## src/rtl/dac_spi_pkg.sv

```systemverilog
// dac_spi_pkg: shared FSM states, frame geometry and default command nibble for dac_spi_tx
package dac_spi_pkg;
    typedef enum logic [2:0] {IDLE, LOW, HIGH, TRAIL, GAP} state_t;
    localparam int FRAME_W = 16;
    localparam int DATA_W = 8;
    localparam int PAD_W = 4;
    localparam logic [3:0] CTRL_DEFAULT = 4'b0011;
endpackage

```

## src/rtl/dac_spi_fifo.sv

```systemverilog
// dac_spi_fifo: synchronous sample FIFO with registered full/empty and wrap-bit pointers
module dac_spi_fifo
    import dac_spi_pkg::*;
#(
    parameter int DEPTH = 4
) (
    input  logic              clk,
    input  logic              rst_n,
    input  logic              i_push,
    input  logic              i_pop,
    input  logic [DATA_W-1:0] i_data,
    output logic [DATA_W-1:0] o_data,
    output logic              o_full,
    output logic              o_empty,
    output logic              o_afull
);
    localparam int AW = $clog2(DEPTH);
    logic [DATA_W-1:0] r_mem [DEPTH];
    logic [AW:0]       r_wptr, r_rptr, w_wptr, w_rptr;
    logic              r_full, r_empty, w_push, w_pop;
    assign w_push  = i_push && !r_full;
    assign w_pop   = i_pop && !r_empty;
    assign w_wptr  = r_wptr + (AW+1)'(w_push);
    assign w_rptr  = r_rptr + (AW+1)'(w_pop);
    assign o_data  = r_mem[r_rptr[AW-1:0]];
    assign o_full  = r_full;
    assign o_empty = r_empty;
    // one slot left: a push alone would fill the FIFO
    assign o_afull = (r_wptr - r_rptr) == (AW+1)'(DEPTH - 1);
    // pointers advance and flags are precomputed from next-pointer values
    always_ff @(posedge clk or negedge rst_n) begin
        if (!rst_n) begin
            r_wptr  <= '0;
            r_rptr  <= '0;
            r_full  <= 1'b0;
            r_empty <= 1'b1;
        end else begin
            r_wptr  <= w_wptr;
            r_rptr  <= w_rptr;
            r_full  <= (w_wptr[AW] != w_rptr[AW]) && (w_wptr[AW-1:0] == w_rptr[AW-1:0]);
            r_empty <= w_wptr == w_rptr;
        end
    end
    // sample storage, no reset needed
    always_ff @(posedge clk) begin
        if (w_push) r_mem[r_wptr[AW-1:0]] <= i_data;
    end
endmodule

```

## src/rtl/dac_spi_tx.sv

```systemverilog
// dac_spi_tx: buffers 8-bit samples and shifts them out as 16-bit SPI mode-0 DAC frames; DAC_SPI_FIFO_EN selects a FIFO buffer instead of one holding register
module dac_spi_tx
    import dac_spi_pkg::*;
#(
    parameter int         CLK_DIV    = 4,
    parameter logic [3:0] CTRL_BITS  = CTRL_DEFAULT,
    parameter int         FIFO_DEPTH = 4
) (
    input  logic        clk,
    input  logic        rst_n,
    input  logic [7:0]  din,
    input  logic        din_valid,
    output logic        din_ready,
    input  logic        ovf_clr,
    output logic        dac_cs_n,
    output logic        dac_sclk,
    output logic        dac_mosi,
    output logic        busy,
    output logic        ovf,
    output logic [7:0]  drop_cnt
);
    localparam logic [7:0] DIV_M1 = 8'(CLK_DIV - 1);
    state_t              r_state, w_next;
    logic [7:0]          r_cnt, r_drop;
    logic [3:0]          r_bit;
    logic [FRAME_W-1:0]  r_sh;
    logic [DATA_W-1:0]   w_data;
    logic r_ready, r_ovf, r_cs_n, r_sclk, r_mosi, r_busy;
    logic w_push, w_drop, w_pop, w_empty, w_full, w_afull, w_done, w_shift;
    assign w_push  = din_valid && r_ready;
    assign w_drop  = din_valid && !r_ready;
    assign w_done  = r_cnt == 8'd0;
    assign w_shift = (r_state == HIGH) && (w_next == LOW);
`ifdef DAC_SPI_FIFO_EN
    dac_spi_fifo #(.DEPTH(FIFO_DEPTH)) u_fifo (
        .clk     (clk),
        .rst_n   (rst_n),
        .i_push  (w_push),
        .i_pop   (w_pop),
        .i_data  (din),
        .o_data  (w_data),
        .o_full  (w_full),
        .o_empty (w_empty),
        .o_afull (w_afull)
    );
`else
    logic [DATA_W-1:0] r_hold;
    logic              r_hfull;
    assign w_data  = r_hold;
    assign w_full  = r_hfull;
    assign w_empty = !r_hfull;
    assign w_afull = !r_hfull;
    // single-sample holding register
    always_ff @(posedge clk or negedge rst_n) begin
        if (!rst_n) begin
            r_hold  <= '0;
            r_hfull <= 1'b0;
        end else begin
            if (w_push) r_hold <= din;
            r_hfull <= w_push || (r_hfull && !w_pop);
        end
    end
`endif
    // ready ignores a same-cycle pop, so a full buffer never admits a push on the pop cycle
    always_ff @(posedge clk or negedge rst_n) begin
        if (!rst_n) r_ready <= 1'b1;
        else        r_ready <= !(w_full || (w_push && w_afull));
    end
    // sticky overflow flag and saturating drop counter, clear wins over drop
    always_ff @(posedge clk or negedge rst_n) begin
        if (!rst_n) begin
            r_ovf  <= 1'b0;
            r_drop <= '0;
        end else if (ovf_clr) begin
            r_ovf  <= 1'b0;
            r_drop <= '0;
        end else if (w_drop) begin
            r_ovf  <= 1'b1;
            r_drop <= (r_drop == 8'hFF) ? r_drop : r_drop + 8'd1;
        end
    end
    // FSM next state and pop decision
    always_comb begin
        w_next = r_state;
        w_pop  = 1'b0;
        case (r_state)
            IDLE: begin
                w_pop  = !w_empty;
                w_next = w_empty ? IDLE : LOW;
            end
            LOW:     w_next = w_done ? HIGH : LOW;
            HIGH:    w_next = !w_done ? HIGH : (r_bit == 4'(FRAME_W - 1)) ? TRAIL : LOW;
            TRAIL:   w_next = w_done ? GAP : TRAIL;
            GAP:     w_next = w_done ? IDLE : GAP;
            default: w_next = IDLE;
        endcase
    end
    // FSM state register
    always_ff @(posedge clk or negedge rst_n) begin
        if (!rst_n) r_state <= IDLE;
        else        r_state <= w_next;
    end
    // divider reloads on every state entry; shift register and bit index follow SCLK falls
    always_ff @(posedge clk or negedge rst_n) begin
        if (!rst_n) begin
            r_cnt <= '0;
            r_bit <= '0;
            r_sh  <= '0;
        end else begin
            r_cnt <= (w_next != r_state) ? DIV_M1 : r_cnt - 8'd1;
            if (w_pop) begin
                r_sh  <= {CTRL_BITS, w_data, {PAD_W{1'b0}}};
                r_bit <= '0;
            end else if (w_shift) begin
                r_sh  <= {r_sh[FRAME_W-2:0], 1'b0};
                r_bit <= r_bit + 4'd1;
            end
        end
    end
    // registered pin drive decoded from the current state; mosi only updates in LOW
    always_ff @(posedge clk or negedge rst_n) begin
        if (!rst_n) begin
            r_cs_n <= 1'b1;
            r_sclk <= 1'b0;
            r_mosi <= 1'b0;
            r_busy <= 1'b0;
        end else begin
            r_cs_n <= (r_state == IDLE) || (r_state == GAP);
            r_sclk <= r_state == HIGH;
            r_mosi <= (r_state == LOW) ? r_sh[FRAME_W-1] : r_mosi;
            r_busy <= r_state != IDLE;
        end
    end
    assign din_ready = r_ready;
    assign ovf       = r_ovf;
    assign drop_cnt  = r_drop;
    assign dac_cs_n  = r_cs_n;
    assign dac_sclk  = r_sclk;
    assign dac_mosi  = r_mosi;
    assign busy      = r_busy;
endmodule

```

## config.mk

```make
export PLATFORM = sky130hd
export DESIGN_NAME = dac_spi_tx
export DESIGN_NICKNAME = d
export VERILOG_FILES = /design/src/rtl/dac_spi_pkg.sv /design/src/rtl/dac_spi_fifo.sv /design/src/rtl/dac_spi_tx.sv
export SDC_FILE = /design/constraint.sdc
export NUM_CORES = 1
export LEC_CHECK = 0
export CORE_MARGIN = 3
export CORE_UTILIZATION = 54
export CTS_CLUSTER_SIZE = 12
export DETAILED_ROUTE_END_ITERATION = 10
export GPL_TIMING_DRIVEN = 0
export PLACE_DENSITY = 0.73
export SLEW_MARGIN = 40
export SYNTH_ARGS = -nofsm -noshare
export SYNTH_HDL_FRONTEND = slang
export SYNTH_SLANG_ARGS = --single-unit
```

## constraint.sdc

```tcl
create_clock -name clk -period 3.5 [get_ports clk]
set_input_delay 0.7 -clock clk [delete_from_list [all_inputs] [get_ports clk]]
set_output_delay 0.7 -clock clk [all_outputs]
set_load 0.02 [all_outputs]
```

==> results of run 1 <==
==> layout make-up <==
cell class	instances	share of cell area
well taps	48	0.0227
flip-flops and latches	50	0.473
inverters	6	0.00849
plain buffers	7	0.0109
clock buffers	8	0.0302
repair buffers	26	0.101
multi-input cells	144	0.354
==> through the flow <==
stage / worst slack [ns] / utilization / power [mW]
finish: 1.22 / 0.693 / 1.06
global route: 1.00 / 0.693 / 1.12
CTS: 1.24 / 0.693 / 1.07
detailed placement: 0.943 / 0.672 / 0.757
global placement: 0.418 / 0.667 / 0.750
floorplan: 1.73 / - / 0.705
==> cell families after synthesis <==
logic type | synth area share
flops | 0.559
mux | 0.0719
simple gates | 0.199
fa+ha+maj | 0.0167
compound gates | 0.0959
buf+inv | 0.0229
xor+xnor | 0.0351
==> metal layers <==
layer / vias to the layer above / wire (microns)
met2: 31 / 2080
met1: 813 / 1800
met4: 0 / 86
met3: 10 / 125
li1: 787 / -
met5: - / 0
==> synthesized netlist by cell type, types with 2 or more instances <==
cell	instances	area (sq um)
mux2_2	9	101
o41ai_1	2	17.5
nor2b_1	2	12.5
o2111ai_1	2	17.5
nor3_1	6	30.0
xnor2_1	3	26.3
nand2_1	29	109
nor3b_1	2	15.0
o21ai_0	5	25.0
nand2b_1	3	18.8
mux2i_1	6	60.1
nor2_1	22	82.6
dfrtp_1	48	1200
o211ai_1	7	52.6
o311ai_0	2	17.5
xor2_1	6	52.6
buf_2	2	10.0
a21oi_1	5	25.0
ha_1	3	37.5
inv_1	6	22.5
clkbuf_1	5	18.8
nand3_1	11	55.1
dfstp_2	2	52.6
or3_1	2	12.5
a311oi_1	2	17.5
nor3b_2	2	25.0
==> power by group through the flow <==
stage | registers, mW | clock network [mW] | logic [mW]
after CTS | 0.648 | 0.326 | 0.0988
after global routing | 0.652 | 0.356 | 0.108
final | 0.648 | 0.318 | 0.0963
after detailed placement | 0.659 | 0 | 0.0983
after global placement | 0.658 | 0 | 0.0925
after floorplan | 0.657 | 0 | 0.0483
==> flip-flops by register name, summed over array words and instances (netlist names) <==
| name | count |
|---|---|
| r_sh | 12 |
| drop_cnt | 8 |
| r_cnt | 8 |
| r_hold | 8 |
| r_bit | 4 |
| r_state | 3 |
| busy | 1 |
| dac_cs_n | 1 |
| dac_mosi | 1 |
| dac_sclk | 1 |
| din_ready | 1 |
| ovf | 1 |
| r_hfull | 1 |
==> critical path, delay by kind of cell <==
| family | cells | cell delay [ns] |
|---|---|---|
| and+or+nand+nor | 1 | 0.39 |
| buffers and inverters | 1 | 0.51 |
| AOI/OAI and AO/OA | 3 | 0.84 |
==> path summary, 6_finish.rpt <==
check / start / to / slack (ns)
worst max-delay path: din_valid / drop_cnt[5] / 1.22
max in group asynchronous: rst_n / din_ready / 2.76
worst min register to register: r_hold[0] / r_sh[4] / 0.49
worst max register to register: r_cnt[0] / r_cnt[4] / 1.50
min in group clk: r_hold[0] / r_sh[4] / 0.49
worst min-delay path: rst_n / r_cnt[6] / 0.24
==> metrics.txt, run 1 <==
skew final=0.00478 ns; cell area after layout=2650 sq um; status=finished, final reports clean; pwr/cell area=400 nW/um^2; Flop pwr share=0.610; Post-Syn Nets=222; Mapped Cells=207; Clk pwr share=0.299; crit path cell chain=clkdlybuf4s50_1 -> nor2b_1 -> o2111ai_1 -> o311ai_0 -> o41ai_1; first-pass GRT wire length=7090 microns; final hold vios=0; clock latency at the later pin of the worst-skew pair=0.30 ns; critical path endpoint category=register; Tot GR Track Use=0.176; CP max stage cell=clkdlybuf4s50_1; Syn Std Cell Area=2240 sq um; WS Path Type=in -> reg; Leakage=1.15 nW; CTS tree=yes; # IOs=26; worst relative slew slack=0.645; Multi-input gate area=938 sq um; RePlAce Congestion=0.747; post_cts resized=0; crit start category=input pin; final hold slack=0.244 ns; final worst-path cycle share=0.652; Worst path max stage delay=0.51 ns; Routed WL=4090 microns; top_reg_cell synth=dfrtp_1; Yosys cell types=39; Seq cells post-synth=50; Crit Path Max Fanout=6; Antenna Cells=0; GR Layer Usage met2=0.292; worst vdd ir=0.000328 V; P_sw=0.243 mW; Avg Cell Area, Syn=10.8 sq um; fin crit period=2.28 ns; commonest non-fill, non-tap cell in the layout=dfrtp_1; M1 GR Usage=0.222; DR WL/cell=14.1 microns; global route overflow=0; RSZ-0062 raised after global routing=no; Max Cap Viol=0; layout cells sized above 1=0.112; Final ANT Viol Nets=0; vias in the first global route=1576; highest-count cells in the layout ignoring fill and taps=48 x dfrtp_1, 29 x nand2_1, 24 x clkdlybuf4s50_1; Die X=70.5 microns; Worst EP required=3.67 ns; nets=255; First-pass DRT Iterations=4; initial DRC count=91; CTS sink cnt=50; Sw Share=0.228; hold buffers post-CTS=0; busiest grt layer=met2; fillcell total=286; placed insts=281; Worst-Margin Slew=0.528 ns; core area=3830 sq um; # DRC=0; Hold Path Class=in -> async; FF-to-FF path depth=6; final setup vio count=0; # port buffers=25; asr flop ratio synth=1.00; Post-CTS Setup Repair Bufs=0; Comb power frac=0.091; DP Area=2570 sq um; largest net degree at the start of global routing=37; row count=22; Syn. warnings=0; starting density of the core=0.586; final std cells w/o fill=289; setup TNS=0 ns; Data arrival, critical path=2.45 ns; Max Fclk=438 MHz; register area share after synthesis=0.559; Internal=0.819 mW; die area=4960 sq um; register area=1250 sq um; Reg clk slew, reported paths=0.09 ns; Vias=1641; Root Driver=clkbuf_8; met3 usage=0.0403; Die Ht=70.5 microns; H-tree Lvls=2; dpl hpwl=2940 microns; Max clock buf depth=2; vias per cell=5.68; Post-synth EDFFs=0; Final Slew Violations=0; antenna violations before repair=0; number of CTS-inserted buffers=5; Syn-to-layout area delta=18.2%
(Power assumes the default switching activity.)
==> inputs of run 2 (changes only) <==
--- a/config.mk
+++ b/config.mk
@@ -6,11 +6,11 @@
 export NUM_CORES = 1
 export LEC_CHECK = 0
 export CORE_MARGIN = 3
-export CORE_UTILIZATION = 54
+export CORE_UTILIZATION = 50
 export CTS_CLUSTER_SIZE = 12
 export DETAILED_ROUTE_END_ITERATION = 10
 export GPL_TIMING_DRIVEN = 0
-export PLACE_DENSITY = 0.73
+export PLACE_DENSITY = 0.71
 export SLEW_MARGIN = 40
 export SYNTH_ARGS = -nofsm -noshare
 export SYNTH_HDL_FRONTEND = slang
==> constraint.sdc (replaced) <==
create_clock -name clk -period 2 [get_ports clk]
set_input_delay 0.4 -clock clk [delete_from_list [all_inputs] [get_ports clk]]
set_output_delay 0.4 -clock clk [all_outputs]
set_load 0.02 [all_outputs]
==> metrics.txt, run 2 (synthesized netlist as in run 1, its figures left out) <==
worst vdd ir=0.000696 V; vias per cell=5.48; Crit Path Max Fanout=10; clock latency at the later pin of the worst-skew pair=0.30 ns; final worst-path cycle share=0.937; CTS tree=yes; final hold vios=0; initial DRC count=80; Worst-Margin Slew=0.486 ns; Internal=1.54 mW; Largest register FFs=12; H-tree Lvls=2; Multi-input gate area=956 sq um; global route overflow=0; Post-CTS Setup Repair Bufs=0; First-pass DRT Iterations=4; Sw Share=0.220; Final Slew Violations=0; vias in the first global route=1480; # DRC=0; Die Ht=73.0 microns; Final Power=1.97 mW; Clk pwr share=0.340; # IOs=26; Worst EP required=2.17 ns; Die X=73.0 microns; dpl hpwl=2680 microns; Hold Path Class=reg -> reg; Syn-to-layout area delta=20.9%; Routed WL=3740 microns; largest net degree at the start of global routing=27; Max Cap Viol=0; number of CTS-inserted buffers=5; antenna violations before repair=0; commonest non-fill, non-tap cell in the layout=dfrtp_1; nets=256; WS Path Type=reg -> reg; Reg clk slew, reported paths=0.09 ns; Max clock buf depth=2; skew final=0.00732 ns; fillcell total=335; core area=4170 sq um; Final Core Density=0.650; Antenna Cells=0; Leakage=1.18 nW; RePlAce Congestion=0.803; RSZ-0062 raised after global routing=yes; highest-count cells in the layout ignoring fill and taps=48 x dfrtp_1, 29 x nand2_1, 24 x clkdlybuf4s50_1; Data arrival, critical path=2.04 ns; first-pass GRT wire length=6620 microns; worst relative slew slack=0.673; Max Fclk=534 MHz; DR WL/cell=12.8 microns; final setup vio count=0; # port buffers=25; Flop pwr share=0.574; Root Driver=clkbuf_8; register area=1250 sq um; Biggest register=r_sh; fin crit period=1.87 ns; layout cells sized above 1=0.132; Tot GR Track Use=0.159; setup TNS=0 ns; Final ANT Viol Nets=0; CTS sink cnt=50; starting density of the core=0.538; crit start category=register; die area=5330 sq um; pwr/cell area=726 nW/um^2; P_sw=0.433 mW; row count=23; Comb power frac=0.086; Vias=1600; status=finished, final reports clean; critical path endpoint category=register
-- run 2: power by group through the flow --
| stage | Combinational [mW] | Clock [mW] | Sequential, mW |
|---|---|---|---|
| 6_report | 0.169 | 0.670 | 1.13 |
| 5_1_grt | 0.194 | 0.726 | 1.14 |
| 3_5_place_dp | 0.172 | 0 | 1.15 |
| 2_1_floorplan | 0.0846 | 0 | 1.15 |
| 3_3_place_gp | 0.162 | 0 | 1.15 |
| 4_1_cts | 0.174 | 0.691 | 1.13 |
-- run 2: metrics by stage --
| step | hold WS [ns] | cell area (sq um) | cells | setup WS [ns] |
|---|---|---|---|---|
| 3_3_place_gp | 0.447 | 2560 | 282 | -0.927 |
| 5_1_grt | 0.501 | 2710 | 292 | -0.0208 |
| 4_1_cts | 0.477 | 2700 | 292 | 0.0347 |
| 3_5_place_dp | 0.328 | 2570 | 283 | -0.193 |
| 2_1_floorplan | 0.104 | 2240 | 207 | 0.281 |
| 6_report | 0.473 | 2710 | 292 | 0.126 |
-- run 2: final cells by class --
| class | instances | share of cell area |
|---|---|---|
| clock buffer | 8 | 0.0406 |
| timing repair buffer | 27 | 0.102 |
| inverter | 6 | 0.00830 |
| buffer | 7 | 0.0111 |
| tap | 50 | 0.0231 |
| sequential | 50 | 0.462 |
| multi-input combinational | 144 | 0.352 |
-- run 2: worst max-delay path, cell delays in order, from the launching register on --
cell	delay, ns
dfrtp_1	0.41
inv_1	0.07
ha_1	0.23
nor3b_4	0.34
nand4_4	0.19
buf_1	0.27
nand3_1	0.15
o211ai_1	0.09
-- run 2: layer usage --
layer / up-vias / global-route usage / wire length (microns)
met5: - / 0 / 0
met4: 0 / 0.0430 / 38
met3: 4 / 0.0496 / 140
met2: 29 / 0.244 / 1760
met1: 776 / 0.219 / 1800
li1: 791 / - / -
-- run 2: repair_timing --
action / 4_1_cts / 5_1_grt
resized for setup: 1 / 5
endpoints found under the hold margin: 5 / 0
hold buffers: 1 / 0
setup endpoints to repair: 1 / 27
pin swaps: 0 / 0
-- run 2: path summary, 6_finish.rpt --
kind / cells after the start / from / to / slack, ns
min: 2 / r_hold[0] / r_sh[4] / 0.47
max reg2reg: 7 / r_cnt[0] / r_sh[11] / 0.13
max in group asynchronous: 3 / rst_n / r_bit[3] / 1.03
min reg2reg: 2 / r_hold[0] / r_sh[4] / 0.47
max: 7 / r_cnt[0] / r_sh[11] / 0.13
min in group asynchronous: 2 / rst_n / r_cnt[0] / 0.53
